===== config.mk =====
export PLATFORM = sky130hd
export DESIGN_NAME = heli_sprite_engine
export DESIGN_NICKNAME = d
export VERILOG_FILES = /design/src/rtl/heli_sprite_pkg.sv /design/src/rtl/heli_sprite_rom.sv /design/src/rtl/heli_sprite_engine.sv
export SDC_FILE = /design/constraint.sdc
export NUM_CORES = 1
export LEC_CHECK = 0
export CAP_MARGIN = 20
export CORE_ASPECT_RATIO = 0.6
export CORE_MARGIN = 4
export CORE_UTILIZATION = 35
export CTS_CLUSTER_SIZE = 10
export DETAILED_ROUTE_END_ITERATION = 8
export PLACE_DENSITY = 0.56
export SYNTH_ARGS = -nofsm -noshare
export SYNTH_HDL_FRONTEND = slang
export SYNTH_SLANG_ARGS = --single-unit

===== constraint.sdc =====
create_clock -name clk -period 2.9 [get_ports clk]
set_input_delay 0.58 -clock clk [delete_from_list [all_inputs] [get_ports clk]]
set_output_delay 0.58 -clock clk [all_outputs]
set_load 0.02 [all_outputs]

===== src/rtl/heli_sprite_pkg.sv =====
// Purpose : shared types, palette colours and bitmap tables for the helicopter sprite engine.
// Latency : n/a (package only).
// Backpr. : n/a (package only).
// Contents: pal_idx_t palette index, WHITE/GREY/RED/BLACK colours, FRAME0_BMP/FRAME1_BMP bitmaps,
//           pal_color() index-to-RGB helper.
package heli_sprite_pkg;

   typedef enum logic [1:0] {
      PAL_TRANSP = 2'd0,
      PAL_WHITE  = 2'd1,
      PAL_GREY   = 2'd2,
      PAL_RED    = 2'd3
   } pal_idx_t;

   localparam logic [23:0] WHITE = 24'hFFFFFF;
   localparam logic [23:0] GREY  = 24'hE0E0E0;
   localparam logic [23:0] RED   = 24'hFF0000;
   localparam logic [23:0] BLACK = 24'h000000;

   // Native bitmap geometry and the index widths needed to address it.
   localparam int BMP_W  = 27;
   localparam int BMP_H  = 15;
   localparam int BMP_XW = 5;
   localparam int BMP_YW = 4;

   typedef logic [BMP_H-1:0][BMP_W-1:0][1:0] bmp_t;

   // Builds one animation frame. The two frames differ only in the rotor row:
   // the alternate frame shows a shorter blade to give the spinning effect.
   function automatic bmp_t build_bmp(input logic alt_rotor);
      bmp_t b;
      b = '0;
      for (int x = 0; x < BMP_W; x++) begin
         if (x >= 6 && (!alt_rotor || (x >= 11 && x <= 21)))
            b[1][x[BMP_XW-1:0]] = PAL_WHITE;
         if (x >= 10)
            b[8][x[BMP_XW-1:0]] = PAL_RED;
         if (x >= 13)
            b[14][x[BMP_XW-1:0]] = PAL_GREY;
      end
      return b;
   endfunction

   localparam bmp_t FRAME0_BMP = build_bmp(1'b0);
   localparam bmp_t FRAME1_BMP = build_bmp(1'b1);

   // Transparent maps to black here; the engine substitutes its own background.
   function automatic logic [23:0] pal_color(input pal_idx_t idx);
      logic [23:0] c;
      case (idx)
         PAL_WHITE: c = WHITE;
         PAL_GREY:  c = GREY;
         PAL_RED:   c = RED;
         default:   c = BLACK;
      endcase
      return c;
   endfunction

endpackage


===== src/rtl/heli_sprite_rom.sv =====
// Purpose : combinational bitmap lookup (frame, rx, ry) -> 2-bit palette index.
// Latency : 0 cycles, purely combinational.
// Backpr. : none; output follows inputs.
// Ports   : frame_i animation frame, rx_i/ry_i sprite-relative coordinate (unsigned),
//           idx_o palette index (transparent outside the native bitmap).
module heli_sprite_rom
   import heli_sprite_pkg::*;
#(
   parameter int FRAME_W = 1
) (
   input  logic [FRAME_W-1:0] frame_i,
   input  logic [9:0]         rx_i,
   input  logic [8:0]         ry_i,
   output pal_idx_t           idx_o
);

   always_comb begin
      idx_o = PAL_TRANSP;
      if (rx_i < 10'(BMP_W) && ry_i < 9'(BMP_H)) begin
         // Odd frames use the short-rotor bitmap.
         if (frame_i[0])
            idx_o = pal_idx_t'(FRAME1_BMP[ry_i[BMP_YW-1:0]][rx_i[BMP_XW-1:0]]);
         else
            idx_o = pal_idx_t'(FRAME0_BMP[ry_i[BMP_YW-1:0]][rx_i[BMP_XW-1:0]]);
      end
   end

endmodule


===== src/rtl/heli_sprite_engine.sv =====
// Purpose : overlays an animated helicopter sprite on a pixel scan; emits colour and hit per pixel.
// Latency : 2 cycles from pix_valid to color_valid (S1 offsets/box test, S2 lookup/colour).
// Backpr. : none; accepts one pixel per cycle, output holds colour/hit while idle.
// Ports   : clk/reset_n (async active-low); pix_valid,x_curr,y_curr scan input; vsync_pulse frame strobe;
//           pos_valid,x_pos,y_pos sprite top-left load; color,hit,color_valid registered outputs.
// Option  : define HELI_SPRITE_MIRROR_EN to add input 'mirror' (horizontal flip, latched on vsync_pulse).
module heli_sprite_engine
   import heli_sprite_pkg::*;
#(
   parameter int          SPR_W      = 27,
   parameter int          SPR_H      = 15,
   parameter int          NUM_FRAMES = 2,
   parameter int          FRAME_DIV  = 8,
   parameter logic [23:0] BG_COLOR   = 24'h000000
) (
   input  logic        clk,
   input  logic        reset_n,
   input  logic        pix_valid,
   input  logic [9:0]  x_curr,
   input  logic [8:0]  y_curr,
   input  logic        vsync_pulse,
   input  logic        pos_valid,
   input  logic [9:0]  x_pos,
   input  logic [8:0]  y_pos,
`ifdef HELI_SPRITE_MIRROR_EN
   input  logic        mirror,
`endif
   output logic [23:0] color,
   output logic        hit,
   output logic        color_valid
);

   localparam int FRAME_W = (NUM_FRAMES > 1) ? $clog2(NUM_FRAMES) : 1;
   localparam int DIV_W   = (FRAME_DIV > 1) ? $clog2(FRAME_DIV) : 1;

   // Position / animation state
   logic [9:0]         x_pend_q, x_pend_d, x_act_q, x_act_d;
   logic [8:0]         y_pend_q, y_pend_d, y_act_q, y_act_d;
   logic [DIV_W-1:0]   div_q, div_d;
   logic [FRAME_W-1:0] frame_q, frame_d;

   // S1 registers: rx/ry are two's-complement offsets (11/10 bits)
   logic               s1_vld_q;
   logic [10:0]        rx_q, rx_d;
   logic [9:0]         ry_q, ry_d;
   logic               in_box_q, in_box_d;
   logic [FRAME_W-1:0] s1_frame_q;

   // S2 registers
   logic [23:0]        color_q, color_d;
   logic               hit_q, hit_d, color_valid_q, color_valid_d;

   logic [9:0]         rx_lk;
   pal_idx_t           pal_idx;

   // Pending position takes pos_valid at any time; the active copy only moves on
   // vsync so the sprite never tears mid-frame. A simultaneous load bypasses pending.
   always_comb begin
      x_pend_d = x_pend_q;
      y_pend_d = y_pend_q;
      x_act_d  = x_act_q;
      y_act_d  = y_act_q;
      div_d    = div_q;
      frame_d  = frame_q;
      if (pos_valid) begin
         x_pend_d = x_pos;
         y_pend_d = y_pos;
      end
      if (vsync_pulse) begin
         x_act_d = x_pend_d;
         y_act_d = y_pend_d;
         if (div_q == DIV_W'(FRAME_DIV - 1)) begin
            div_d   = '0;
            frame_d = (NUM_FRAMES > 1) ? frame_q + 1'b1 : '0;
         end else begin
            div_d = div_q + 1'b1;
         end
      end
   end

   // Offsets are computed zero-extended so a sprite near the right/bottom edge
   // clips instead of wrapping onto the left/top of the screen.
   always_comb begin
      rx_d     = {1'b0, x_curr} - {1'b0, x_act_q};
      ry_d     = {1'b0, y_curr} - {1'b0, y_act_q};
      in_box_d = !rx_d[10] && (rx_d[9:0] < 10'(SPR_W)) &&
                 !ry_d[9]  && (ry_d[8:0] < 9'(SPR_H));
   end

`ifdef HELI_SPRITE_MIRROR_EN
   logic mirror_act_q, s1_mirror_q;

   always_ff @(posedge clk or negedge reset_n) begin
      if (!reset_n) begin
         mirror_act_q <= 1'b0;
         s1_mirror_q  <= 1'b0;
      end else begin
         if (vsync_pulse)
            mirror_act_q <= mirror;
         s1_mirror_q <= mirror_act_q;
      end
   end

   // Only meaningful when in_box_q, which guarantees rx < SPR_W.
   assign rx_lk = s1_mirror_q ? (10'(SPR_W - 1) - rx_q[9:0]) : rx_q[9:0];
`else
   assign rx_lk = rx_q[9:0];
`endif

   heli_sprite_rom #(
      .FRAME_W (FRAME_W)
   ) u_rom (
      .frame_i (s1_frame_q),
      .rx_i    (rx_lk),
      .ry_i    (ry_q[8:0]),
      .idx_o   (pal_idx)
   );

   // Idle cycles keep the last colour/hit so downstream sees stable data.
   always_comb begin
      color_d       = color_q;
      hit_d         = hit_q;
      color_valid_d = 1'b0;
      if (s1_vld_q) begin
         color_valid_d = 1'b1;
         if (in_box_q && pal_idx != PAL_TRANSP) begin
            color_d = pal_color(pal_idx);
            hit_d   = 1'b1;
         end else begin
            color_d = BG_COLOR;
            hit_d   = 1'b0;
         end
      end
   end

   always_ff @(posedge clk or negedge reset_n) begin
      if (!reset_n) begin
         x_pend_q      <= '0;
         y_pend_q      <= '0;
         x_act_q       <= '0;
         y_act_q       <= '0;
         div_q         <= '0;
         frame_q       <= '0;
         s1_vld_q      <= 1'b0;
         rx_q          <= '0;
         ry_q          <= '0;
         in_box_q      <= 1'b0;
         s1_frame_q    <= '0;
         color_q       <= '0;
         hit_q         <= 1'b0;
         color_valid_q <= 1'b0;
      end else begin
         x_pend_q      <= x_pend_d;
         y_pend_q      <= y_pend_d;
         x_act_q       <= x_act_d;
         y_act_q       <= y_act_d;
         div_q         <= div_d;
         frame_q       <= frame_d;
         s1_vld_q      <= pix_valid;
         rx_q          <= rx_d;
         ry_q          <= ry_d;
         in_box_q      <= in_box_d;
         s1_frame_q    <= frame_q;
         color_q       <= color_d;
         hit_q         <= hit_d;
         color_valid_q <= color_valid_d;
      end
   end

   assign color       = color_q;
   assign hit         = hit_q;
   assign color_valid = color_valid_q;

endmodule


# --- Word-level counts from Yosys, hierarchy flattened ---
# Memory sizes are Yosys's and may differ from the RTL's.
# Index checks and enable logic that the tools add are counted.
word_totals:
  reg_bits: 90
  mem_bits_ro: 1728
  in_bits: 43
  n_memories: 2
classes:
  n_addsub: 4
  magnitude_cmp: 6
  n_eq_ne: 4
  n_mux: 15
  reduce_logical: 9
mem_list:
  columns: ["name", "words", "word_bits", "rd", "rd_clocked_by_memory_dff", "wr", "line", "source"]
  rows:
  - ["(name not given)", 16, 54, 1, 0, 0, "heli_sprite_rom.sv:22", "idx_o = pal_idx_t'(FRAME1_BMP[ry_i[BMP_YW-1:0]][rx_i[BMP_XW-1:0]]);"]
  - ["(name not given)", 16, 54, 1, 0, 0, "heli_sprite_rom.sv:24", "idx_o = pal_idx_t'(FRAME0_BMP[ry_i[BMP_YW-1:0]][rx_i[BMP_XW-1:0]]);"]
op_table:
  columns: ["operator", "n"]
  rows:
  - ["$mux 54", 2]
  - ["$pmux 24 s3", 1]
  - ["$mux 24", 1]
  - ["$bmux 2 s5", 2]
  - ["$lt 10x5->1 const B", 2]
  - ["$lt 9x4->1 const B", 2]
  - ["$sub 10x10->11", 1]
  - ["$mux 10", 1]
  - ["$sub 9x9->10", 1]
  - ["$mux 9", 1]
  - ["$mux 2", 4]
  - ["$lt 5x6->1 const B", 1]
  - ["$logic_and 1x1->1", 5]
  - ["$lt 4x5->1 const B", 1]
  - ["$eq 2x2->1 const B", 2]
  - ["$add 3x1->3 const B", 1]
  - ["$eq 3x3->1 const B", 1]
  - ["$mux 3", 1]
  - ["$eq 2x1->1 const B", 1]
  - ["$logic_not 1->1", 2]
  - ["$mux 1", 2]
  - ["$reduce_and 2->1", 1]
  - ["$reduce_bool 2->1", 1]
  - ["$add 1x1->1 const B", 1]

# --- Longest topological paths before layout ---
# Gate-level depths: netlist of run 1.
depth:
  ltp_word: 9
  depth_mapped: 11
  ltp_nobuf: 11

# --- Hierarchy ---
# From an unflattened synthesis of run 1, not the netlist that was laid out.
unflattened:
  hier_cells: 349
  hier_area_um2: 3678.5
modules_own_cells:
  columns: ["module", "instances", "cells_per_inst", "area_each_um2"]
  rows:
  - ["heli_sprite_engine", 1, 312, 3452.1]
  - ["heli_sprite_rom", 1, 37, 226.5]

# --- Worst setup path after synthesis of run 1 ---
# No wires, ideal clock.
synth_path:
  kind: "input port to flip-flop"
  startpoint: "in x_curr[4]"
  endpoint: "reg in_box_q"
  arrival_ns: 2.365
  path_slack_ns: 0.410
  cell_stages: 8
  n_path_buf: 0
  path_cell_list: "ha_1 and2_1 a221o_1 o211a_1 mux2i_1 a2111oi_2 nor4_1 nor3b_2"
synth_between:
  elab_chain_cells: 5
  word_cells_on_any_way: 6
  cone_classes: "add/sub (1); order compare (1); reduce/logical (4)"
synth_rtl:
  columns: ["element", "line", "source"]
  rows:
  - ["start: declaration", "heli_sprite_engine.sv:19", "input logic [9:0] x_curr,"]
  - ["$sub 10x10->11", "heli_sprite_engine.sv:84", "rx_d = {1'b0, x_curr} - {1'b0, x_act_q};"]
  - ["named net rx_d[9]", "heli_sprite_engine.sv:44", "logic [10:0] rx_q, rx_d;"]
  - ["$lt 10x5->1", "heli_sprite_engine.sv:86", "in_box_d = !rx_d[10] && (rx_d[9:0] < 10'(SPR_W)) &&"]
  - ["$logic_and 1x1->1 (2 in series)", "heli_sprite_engine.sv:86", null]
  - ["$logic_and 1x1->1", "heli_sprite_engine.sv:87", "!ry_d[9] && (ry_d[8:0] < 9'(SPR_H));"]
  - ["named net in_box_d", "heli_sprite_engine.sv:46", "logic in_box_q, in_box_d;"]
  - ["end signal: assignment", "heli_sprite_engine.sv:162", "in_box_q <= in_box_d;"]
  - ["end: declaration", "heli_sprite_engine.sv:46", null]
# The timed path passes the listed nets, and every way through them passes these cells.
# A chain may end at the register's enable or synchronous reset.

# --- Worst setup path after layout of run 1 ---
layout_path:
  startpoint: "in y_curr[0]"
  endpoint: "reg in_box_q"
layout_between:
  word_cells_on_any_way: 5
  cone_classes: "add/sub (1); order compare (1); reduce/logical (3)"
layout_rtl:
  columns: ["element", "line", "source"]
  rows:
  - ["start: declaration", "heli_sprite_engine.sv:20", "input logic [8:0] y_curr,"]
  - ["$sub 9x9->10", "heli_sprite_engine.sv:85", "ry_d = {1'b0, y_curr} - {1'b0, y_act_q};"]
  - ["named net ry_d[8]", "heli_sprite_engine.sv:45", "logic [9:0] ry_q, ry_d;"]
  - ["$lt 9x4->1", "heli_sprite_engine.sv:87", null]
  - ["$logic_and 1x1->1", "heli_sprite_engine.sv:87", null]
  - ["named net in_box_d", "heli_sprite_engine.sv:46", null]
# The timed path passes the listed nets, and every way through them passes these cells.

==> results of run 1 <==
## synthesized netlist by cell type, types with 3 or more instances
| cell type | n | area share |
|---|---|---|
| mux2_2 | 25 | 0.079 |
| nand3_1 | 4 | 0.0056 |
| a21o_1 | 4 | 0.0084 |
| ha_1 | 23 | 0.080 |
| xnor2_1 | 5 | 0.012 |
| dfrtp_1 | 70 | 0.49 |
| nor2_1 | 15 | 0.016 |
| xor2_1 | 7 | 0.017 |
| a221o_1 | 3 | 0.0084 |
| o21ai_0 | 30 | 0.042 |
| nand2b_1 | 4 | 0.0070 |
| inv_1 | 31 | 0.032 |
| a21oi_1 | 9 | 0.013 |
| o21bai_1 | 3 | 0.0063 |
| clkbuf_1 | 3 | 0.0031 |
| o211a_1 | 3 | 0.0084 |
| buf_4 | 20 | 0.042 |
| buf_1 | 3 | 0.0031 |
| a211oi_1 | 3 | 0.0063 |
| nor2b_1 | 5 | 0.0087 |
| nand2_1 | 21 | 0.022 |
| and2_1 | 4 | 0.0070 |
## worst max-delay path: stages
cell and delay, ns:
clkdlybuf4s50_1 0.40, inv_1 0.06, ha_1 0.17, inv_1 0.06, fa_1 0.39, a211oi_1 0.30, o21bai_1 0.14, nand2b_1 0.16
a31oi_1 0.21, xnor2_1 0.10, nor4_1 0.19, nor3b_2 0.18
## power breakdown
part	internal [mW]	switching (mW)
Clock	0.685	0.373
Sequential	1.16	0.0869
Combinational	0.345	0.334
Total	2.19	0.794
## stage by stage
stage	util	cell area (µm²)	setup slack, ns	hold slack (ns)
5_1_grt	0.469	4650	0.0322	0.232
2_1_floorplan	-	3590	0.410	0.284
4_1_cts	0.469	4650	0.172	0.212
3_3_place_gp	0.440	4360	-0.113	0.381
3_5_place_dp	0.440	4360	-0.138	0.394
6_report	0.469	4650	0.218	0.198
## worst max path at each step
stage | startpoint | endpoint
2_1_floorplan | x_curr[4] | in_box_q
4_1_cts | x_curr[0] | in_box_q
5_1_grt | y_curr[0] | in_box_q
6_report | y_curr[0] | in_box_q
3_5_place_dp | y_curr[0] | in_box_q
3_3_place_gp | y_curr[0] | in_box_q
## what timing repair did
item	4_1_cts	5_1_grt
hold endpoints to repair	0	0
endpoints found under the setup margin	0	1
gates resized for setup	0	1
## final cells by class
| class | count | area [µm²] |
|---|---|---|
| inverters | 31 | 116 |
| multi-input cells | 202 | 1550 |
| clock inverters | 1 | 30.0 |
| fillers | 879 | 5260 |
| repair buffers | 82 | 781 |
| well taps | 135 | 169 |
| clock buffers | 14 | 254 |
| flip-flops and latches | 70 | 1750 |
## kinds of logic after synthesis
logic type               Yosys count  synth area share
AND/OR/NAND/NOR                   70             0.101
flip-flops                        70             0.488
AO/OA/AOI/OAI                     69             0.128
buffers and inverters             57            0.0806
multiplexers                      26            0.0813
adder cells (fa/ha/maj)           25            0.0914
XOR/XNOR                          12            0.0293
## sequential cells by signal (all words and copies together) (netlist names)
name and flops:
div_q 3, y_act_q 9, ry_q 9, in_box_q 1, color 4, y_pend_q 9, frame_q 1, color_valid 1
s1_vld_q 1, hit 1, rx_q 10, x_act_q 10, x_pend_q 10, s1_frame_q 1
## metal layers
| layer | part of all wire | wire length (µm) | vias up | global-route usage |
|---|---|---|---|---|
| met5 | 0 | 0 | - | 0 |
| met4 | 0.010 | 71 | 0 | 0.0400 |
| met3 | 0.053 | 367 | 9 | 0.0441 |
| met2 | 0.41 | 2840 | 60 | 0.172 |
| met1 | 0.53 | 3650 | 1178 | 0.174 |
| li1 | - | - | 1252 | - |
==> results_dict.tcl, run 1 <==
set metrics [dict create \
    status "completed" \
    gp_congestion 0.754 \
    postCtsSetupBuffers 0 \
    grt_util_all_layers 0.122 \
    vias_per_cell 4.67 \
    async_flop_share 1.00 \
    cp.required_ns 3.15 \
    cp.arrival_ns 2.93 \
    ys_types 47 \
    reg2reg_depth 7 \
    relSlewSlack 0.698 \
    ys_seq_area_frac 0.488 \
    rsz0062_at_grt "no" \
    fin_setup_tns_ns 0 \
    io_pins 69 \
    worstSetupEndpointType "flip-flop" \
    grt_pass1_wl_mm 11.5 \
    p_leak_nw 2.04 \
    reg2reg_slack_ns 0.42 \
    ant_nets 0 \
    fmax_mhz 373 \
    cts_made_buffers 9 \
    ys_seq_elements 70 \
    initial_core_util 0.362 \
    setup_viol 0 \
    worst_pin_slew_ns 0.453 \
    p_total_mw 2.98 \
    cp-start-kind "input pin" \
    syn_nets 397 \
    dieWidth_um 139 \
    firstDrtPassIters 5 \
    wl_per_cell_um 13.0 \
    synth_edf_count 0 \
    port_buffers 68 \
    vias 2499 \
    hold_class "in2async" \
    antenna_found_initial 0 \
    ys.flop_type "dfrtp_1" \
    clkTransAtPathRegs_ns 0.05 \
    grt_pass1_vias 2400 \
    period_needed_ns 2.68 \
    drt_iter0_markers 117 \
    power_density_nw_per_um2 642 \
    antenna_cells 0 \
    cts_sinks 70 \
    vdd_drop_max_uv 327 \
    syn_to_final_growth_pct 29.7 \
    finClkSkew_ns 0.00473 \
    cp_max_fo 2 \
    r2r-end "color[15]" \
    drive_gt1_frac 0.153 \
    r2r-start "rx_q[8]" \
    synth_warnings 0 \
    drc 0 \
    clk_path_buf_depth 2 \
    cts_hold_buf 0 \
    netlist_instances 329 \
    dp_hpwl_mm 5.38 \
    final_common_cell "dfrtp_1" \
    hold_viol_final 0 \
    insertion_delay_ns 0.33 \
    cts_tree "yes" \
    rows 28 \
    nets 464 \
    fin_cells 535 \
    wirelength_mm 6.93 \
    layout_common_cells "dfrtp_1 (70), clkdlybuf4s50_1 (67), inv_1 (31)" \
    cts_max_level 3 \
    dp.cells 520 \
    maxCapViolations 0 \
    synth_area_per_cell_um2 10.9 \
    fin_crit_sh 0.925 \
    synth_area_um2 3590 \
    path_class "in2reg" \
    drv_slew 0 \
    grt_max_degree 34 \
    dieArea_um2 12000 \
    coreArea_um2 9910 \
    die_h_um 86.4 \
    cts_root_buf "clkbuf_16" \
    grt_overflow_total 0 \
]
Power figures use the tool's default switching activity.
==> run 2: changes to the inputs <==
--- a/config.mk
+++ b/config.mk
@@ -5,13 +5,16 @@
 export SDC_FILE = /design/constraint.sdc
 export NUM_CORES = 1
 export LEC_CHECK = 0
+export ABC_AREA = 1
 export CAP_MARGIN = 20
 export CORE_ASPECT_RATIO = 0.6
 export CORE_MARGIN = 4
 export CORE_UTILIZATION = 35
 export CTS_CLUSTER_SIZE = 10
 export DETAILED_ROUTE_END_ITERATION = 8
-export PLACE_DENSITY = 0.56
+export GPL_TIMING_DRIVEN = 0
+export PLACE_DENSITY = 0.55
+export SLEW_MARGIN = 25
 export SYNTH_ARGS = -nofsm -noshare
 export SYNTH_HDL_FRONTEND = slang
 export SYNTH_SLANG_ARGS = --single-unit
==> results_dict.tcl, run 2 <==
set metrics [dict create \
    p_switching_mw 0.879 \
    seq_area_um2 1750 \
    synth_top_area_frac 0.458 \
    period_needed_ns 2.33 \
    rsz0062_at_grt "no" \
    cts_tree "yes" \
    final_common_cell "nand2_1" \
    ys.flop_type "dfrtp_1" \
    synth_fa_ha_area_frac 0.0858 \
    nets 574 \
    synth_xor_area_frac 0.00917 \
    synthMuxAreaShare 0.0678 \
    wl_per_cell_um 12.3 \
    wirelength_mm 7.99 \
    p_total_mw 3.05 \
    post-place-ws_ns 0.219 \
    netlist_instances 427 \
    syn_nets 495 \
    switching_share 0.288 \
    cts_root_buf "clkbuf_16" \
    clkTransAtPathRegs_ns 0.05 \
    synth_warnings 0 \
    ys_seq_area_frac 0.458 \
    power_density_nw_per_um2 611 \
    drc 0 \
    post_cts_resize_count 0 \
    relSlewSlack 0.625 \
    vias 2925 \
    maxCapViolations 0 \
    rows 29 \
    multi_input_area_um2 1630 \
    gp_congestion 0.756 \
    io_pins 69 \
    cp-start-kind "input pin" \
    clk_path_buf_depth 2 \
    fmax_mhz 429 \
    dieArea_um2 12700 \
    power.share.sequential 0.400 \
    status "completed" \
    ys_top_cells_by_area "dfrtp_1 (46%), nand2_1 (8.6%), ha_1 (7.5%)" \
    cp.arrival_ns 2.58 \
    cp_max_fo 3 \
    r2r-start "x_act_q[0]" \
    finClkSkew_ns 0.00222 \
    timing.final.ws_setup_ns 0.570 \
    vias_per_cell 4.50 \
    async_flop_share 1.00 \
    finish.utilization 0.471 \
    synth_simple_gate_area_frac 0.187 \
    grt_pass1_vias 2911 \
    cts_sinks 70 \
    drv_slew 0 \
    setup_viol 0 \
    cts_max_level 3 \
    synth_edf_count 0 \
    synth.top_cells.by_count "nand2_1 (88), dfrtp_1 (70), inv_1 (70)" \
    synth_area_per_cell_um2 8.95 \
    reg2reg_depth 12 \
    layout_common_cells "nand2_1 (88), inv_1 (70), dfrtp_1 (70)" \
    worst_pin_slew_ns 0.562 \
    postCtsSetupBuffers 0 \
    vdd_drop_max_uv 357 \
    intPower_mw 2.17 \
    reg.largest.list "rx_q x10, x_act_q x10, x_pend_q x10" \
    insertion_delay_ns 0.33 \
    grt_pass1_wl_mm 13.8 \
    r2r-end "in_box_q" \
    drive_gt1_frac 0.151 \
    dp_hpwl_mm 6.26 \
    worstSetupEndpointType "flip-flop" \
    p_clk_frac 0.360 \
    ys_types 34 \
    antenna_found_initial 0 \
    hold_viol_final 0 \
    ant_nets 0 \
    dieWidth_um 143 \
    cts_hold_buf 0 \
    p_leak_nw 2.48 \
    reg2reg_slack_ns 0.93 \
    hold_class "in2async" \
    yosysTopAreaCell "dfrtp_1" \
    fin_crit_sh 0.803 \
    coreArea_um2 10600 \
    grt_max_degree 54 \
    cp.required_ns 3.15 \
    synth_top_family_by_area "simple AND/OR/NAND/NOR gates" \
    port_buffers 67 \
    cts_made_buffers 9 \
    synth_compound_area_frac 0.0760 \
    path_class "in2reg" \
    drt_iter0_markers 204 \
    synth_area_um2 3820 \
    grt_overflow_total 0 \
    fillers 1014 \
    syn_to_final_growth_pct 30.7 \
    firstDrtPassIters 4 \
    grt_util_all_layers 0.139 \
    pwr-share-comb 0.240 \
    antenna_cells 0 \
    ys_seq_elements 70 \
    synth.most_common_cell "nand2_1" \
    die_h_um 88.9 \
    initial_core_util 0.361 \
    fin_setup_tns_ns 0 \
]
run 2: cell types whose count changed after synthesis, moves of 4 or more:
cell / change
nand2_1: +67
inv_1: +39
nand3_1: +16
o21ai_0: -7
nand2_2: +6
nand4_1: +6
xor2_1: -6
a21oi_1: +5
nand3_2: +5
nor2b_1: -5
and2_1: -4
nand2b_1: -4
run 2: cell type report:
| type | count | share of cell area |
|---|---|---|
| Clock buffer | 13 | 0.0521 |
| Buffer | 26 | 0.0351 |
| Clock inverter | 3 | 0.00852 |
| Multi-Input combinational cell | 260 | 0.326 |
| Inverter | 71 | 0.0534 |
| Sequential cell | 70 | 0.351 |
| Timing Repair Buffer | 68 | 0.139 |
| Tap cell | 139 | 0.0348 |
run 2: logic make-up (layout without fill, tap and decap cells):
logic type	count (synthesis)	count (layout)
adders and majority gates	25	25
AOI/OAI and AO/OA	51	51
and+or+nand+nor	157	157
xor gates and xnor gates	4	4
muxes	23	23
DFF	70	70
buffers and inverters	97	181
run 2: metal layers:
metal	vias to the layer above	global-route usage	part of all wire
met5	-	0	0
met4	0	0.0475	0.014
met3	10	0.0449	0.057
met2	67	0.201	0.40
met1	1340	0.198	0.52
li1	1508	-	-
run 2: per-stage QoR:
step	hold WS, ns	instance area (µm²)	instances
after floorplan	0.284	3820	427
after global placement	0.402	4670	633
after detailed placement	0.410	4690	634
after CTS	0.127	4990	650
after global routing	0.140	4990	650
final	0.127	4990	650
run 2: critical path: stages:
cell	delay, ns
clkdlybuf4s50_1	0.40
inv_1	0.06
ha_1	0.18
inv_1	0.11
fa_1	0.41
nand3_1	0.09
nand2_1	0.11
nand4_1	0.12
nand2_1	0.07
nand2_1	0.05
nand2_1	0.09
nor2_1	0.10
nand3_1	0.08
nor2_1	0.13
run 2: power by group through the flow:
stage | combinational (mW) | clock (mW) | sequential (mW)
floorplan | 0.526 | 0 | 1.22
global placement | 0.714 | 0 | 1.23
detailed placement | 0.737 | 0 | 1.24
CTS | 0.742 | 1.14 | 1.22
global route | 0.860 | 1.19 | 1.24
finish | 0.731 | 1.10 | 1.22
run 2: worst max path at each step:
stage	start	endpoint	slack, ns	cells past startpoint
floorplan	x_curr[0]	in_box_q	0.91	13
CTS	y_curr[0]	in_box_q	0.55	13
global route	y_curr[0]	in_box_q	0.32	12
global placement	reset_n	y_pend_q[1]	-1.20	1
finish	y_curr[0]	in_box_q	0.57	14
detailed placement	y_curr[0]	in_box_q	0.22	13
==> run 3: changes to the inputs <==
==> constraint.sdc (replaced) <==
create_clock -name clk -period 2.4 [get_ports clk]
set_input_delay 0.48 -clock clk [delete_from_list [all_inputs] [get_ports clk]]
set_output_delay 0.48 -clock clk [all_outputs]
set_load 0.02 [all_outputs]
==> results_dict.tcl, run 3 (synthesis results as in run 2) <==
set metrics [dict create \
    rsz0062_at_grt "no" \
    initial_core_util 0.361 \
    die_h_um 88.9 \
    drive_gt1_frac 0.159 \
    crit_chain "clkdlybuf4s50_1 -> inv_1 -> ha_1 -> inv_1 -> fa_2 -> nand2_1 -> nor2_1 -> nand3_1 -> nand3_1 -> nor2_1 -> nand3_1 -> nor2_1" \
    port_buffers 67 \
    antenna_cells 0 \
    cts_sinks 70 \
    whs_ns 0.0270 \
    p_total_mw 3.69 \
    p_clk_frac 0.359 \
    grt_max_degree 54 \
    maxCapViolations 0 \
    crit_family "adder cells" \
    hold_class "in2async" \
    cts_max_level 3 \
    p_leak_nw 2.48 \
    reg2reg_slack_ns 0.50 \
    rows 29 \
    period_needed_ns 2.17 \
    reg.largest.list "rx_q x10, x_act_q x10, x_pend_q x10" \
    hold_viol_final 0 \
    postCtsSetupBuffers 0 \
    cts_root_buf "clkbuf_16" \
    setup_viol 0 \
    grt_pass1_wl_mm 13.8 \
    io_pins 69 \
    cts_made_buffers 9 \
    layout_common_cells "nand2_1 (87), inv_1 (70), dfrtp_1 (70)" \
    cp.arrival_ns 2.42 \
    p_switching_mw 1.07 \
    r2r-end "in_box_q" \
    cts_tree "yes" \
    cp.required_ns 2.65 \
    timing.final.ws_setup_ns 0.229 \
    ant_nets 0 \
    fillers 1013 \
    drc 0 \
    nets 574 \
    grt_pass1_vias 2911 \
    power_density_nw_per_um2 737 \
    clk_path_buf_depth 2 \
    vdd_drop_max_uv 432 \
    insertion_delay_ns 0.33 \
    post_cts_resize_count 0 \
    dp_hpwl_mm 6.26 \
    cp_num_buf_inv 3 \
    fmax_mhz 461 \
    drt_iter0_markers 190 \
    worst_pin_slew_ns 0.562 \
    intPower_mw 2.63 \
    wirelength_mm 8.00 \
    reg2reg_depth 12 \
    syn_to_final_growth_pct 31.1 \
    dieWidth_um 143 \
    final_common_cell "nand2_1" \
    coreArea_um2 10600 \
    cp_slowest_cell "fa_2" \
    drv_slew 0 \
    cp-start-kind "input pin" \
    firstDrtPassIters 4 \
    vias_per_cell 4.50 \
    vias 2922 \
    status "completed" \
    r2r-start "x_act_q[0]" \
    gp_congestion 0.756 \
    antenna_found_initial 0 \
    path_class "in2reg" \
    worstSetupEndpointType "flip-flop" \
    cp_max_fo 3 \
    pwr-share-comb 0.242 \
    grt_util_all_layers 0.139 \
    critical-path-max-stage-delay_ns 0.47 \
    dieArea_um2 12700 \
    power.share.sequential 0.399 \
    finClkSkew_ns 0.00240 \
    fin_crit_sh 0.905 \
    relSlewSlack 0.625 \
    switching_share 0.288 \
    grt_overflow_total 0 \
    cts_hold_buf 0 \
    wl_per_cell_um 12.3 \
    post-place-ws_ns -0.181 \
    clkTransAtPathRegs_ns 0.05 \
]
==> run 3: worst max path at each step <==
stage / from / to / slack, ns / cells after the start
floorplan: x_curr[0] / in_box_q / 0.51 / 13
global placement: reset_n / y_pend_q[1] / -1.60 / 1
detailed placement: y_curr[0] / in_box_q / -0.18 / 13
CTS: y_curr[0] / in_box_q / 0.15 / 13
global route: x_curr[0] / in_box_q / 0.03 / 15
finish: y_curr[0] / in_box_q / 0.23 / 12
==> run 3: metal layers <==
metal  part of all wire  wire [µm]  vias up  track usage
li1                   -          -     1510            -
met1               0.52       4150     1334        0.198
met2               0.41       3260       68        0.201
met3              0.059        473       10       0.0449
met4              0.014        111        0       0.0475
met5                  0          0        -            0
==> run 3: power by group through the flow <==
stage               clock (mW)  sequential [mW]  combinational [mW]
floorplan                    0             1.47               0.635
global placement             0             1.49               0.863
detailed placement           0             1.50               0.890
CTS                       1.37             1.47               0.897
global route              1.43             1.50                1.05
finish                    1.33             1.47               0.893
==> run 3: final cells by class <==
cell class / instances / area [µm²] / share of cell area
repair buffers: 68 / 696 / 0.139
inverters: 71 / 267 / 0.0532
clock inverters: 3 / 42.5 / 0.00849
clock buffers: 13 / 260 / 0.0520
multi-input cells: 260 / 1640 / 0.328
plain buffers: 26 / 175 / 0.0350
flip-flops and latches: 70 / 1750 / 0.350
well taps: 139 / 174 / 0.0347
==> run 3: stage by stage <==
step	instance area, µm²	setup TNS (ns)	cells	utilization
6_report	5010	0	650	0.473
5_1_grt	5010	0	650	0.473
4_1_cts	4990	0	650	0.471
3_5_place_dp	4690	-0.207	634	0.443
3_3_place_gp	4670	-111.33	633	0.440
2_1_floorplan	3820	0	427	-
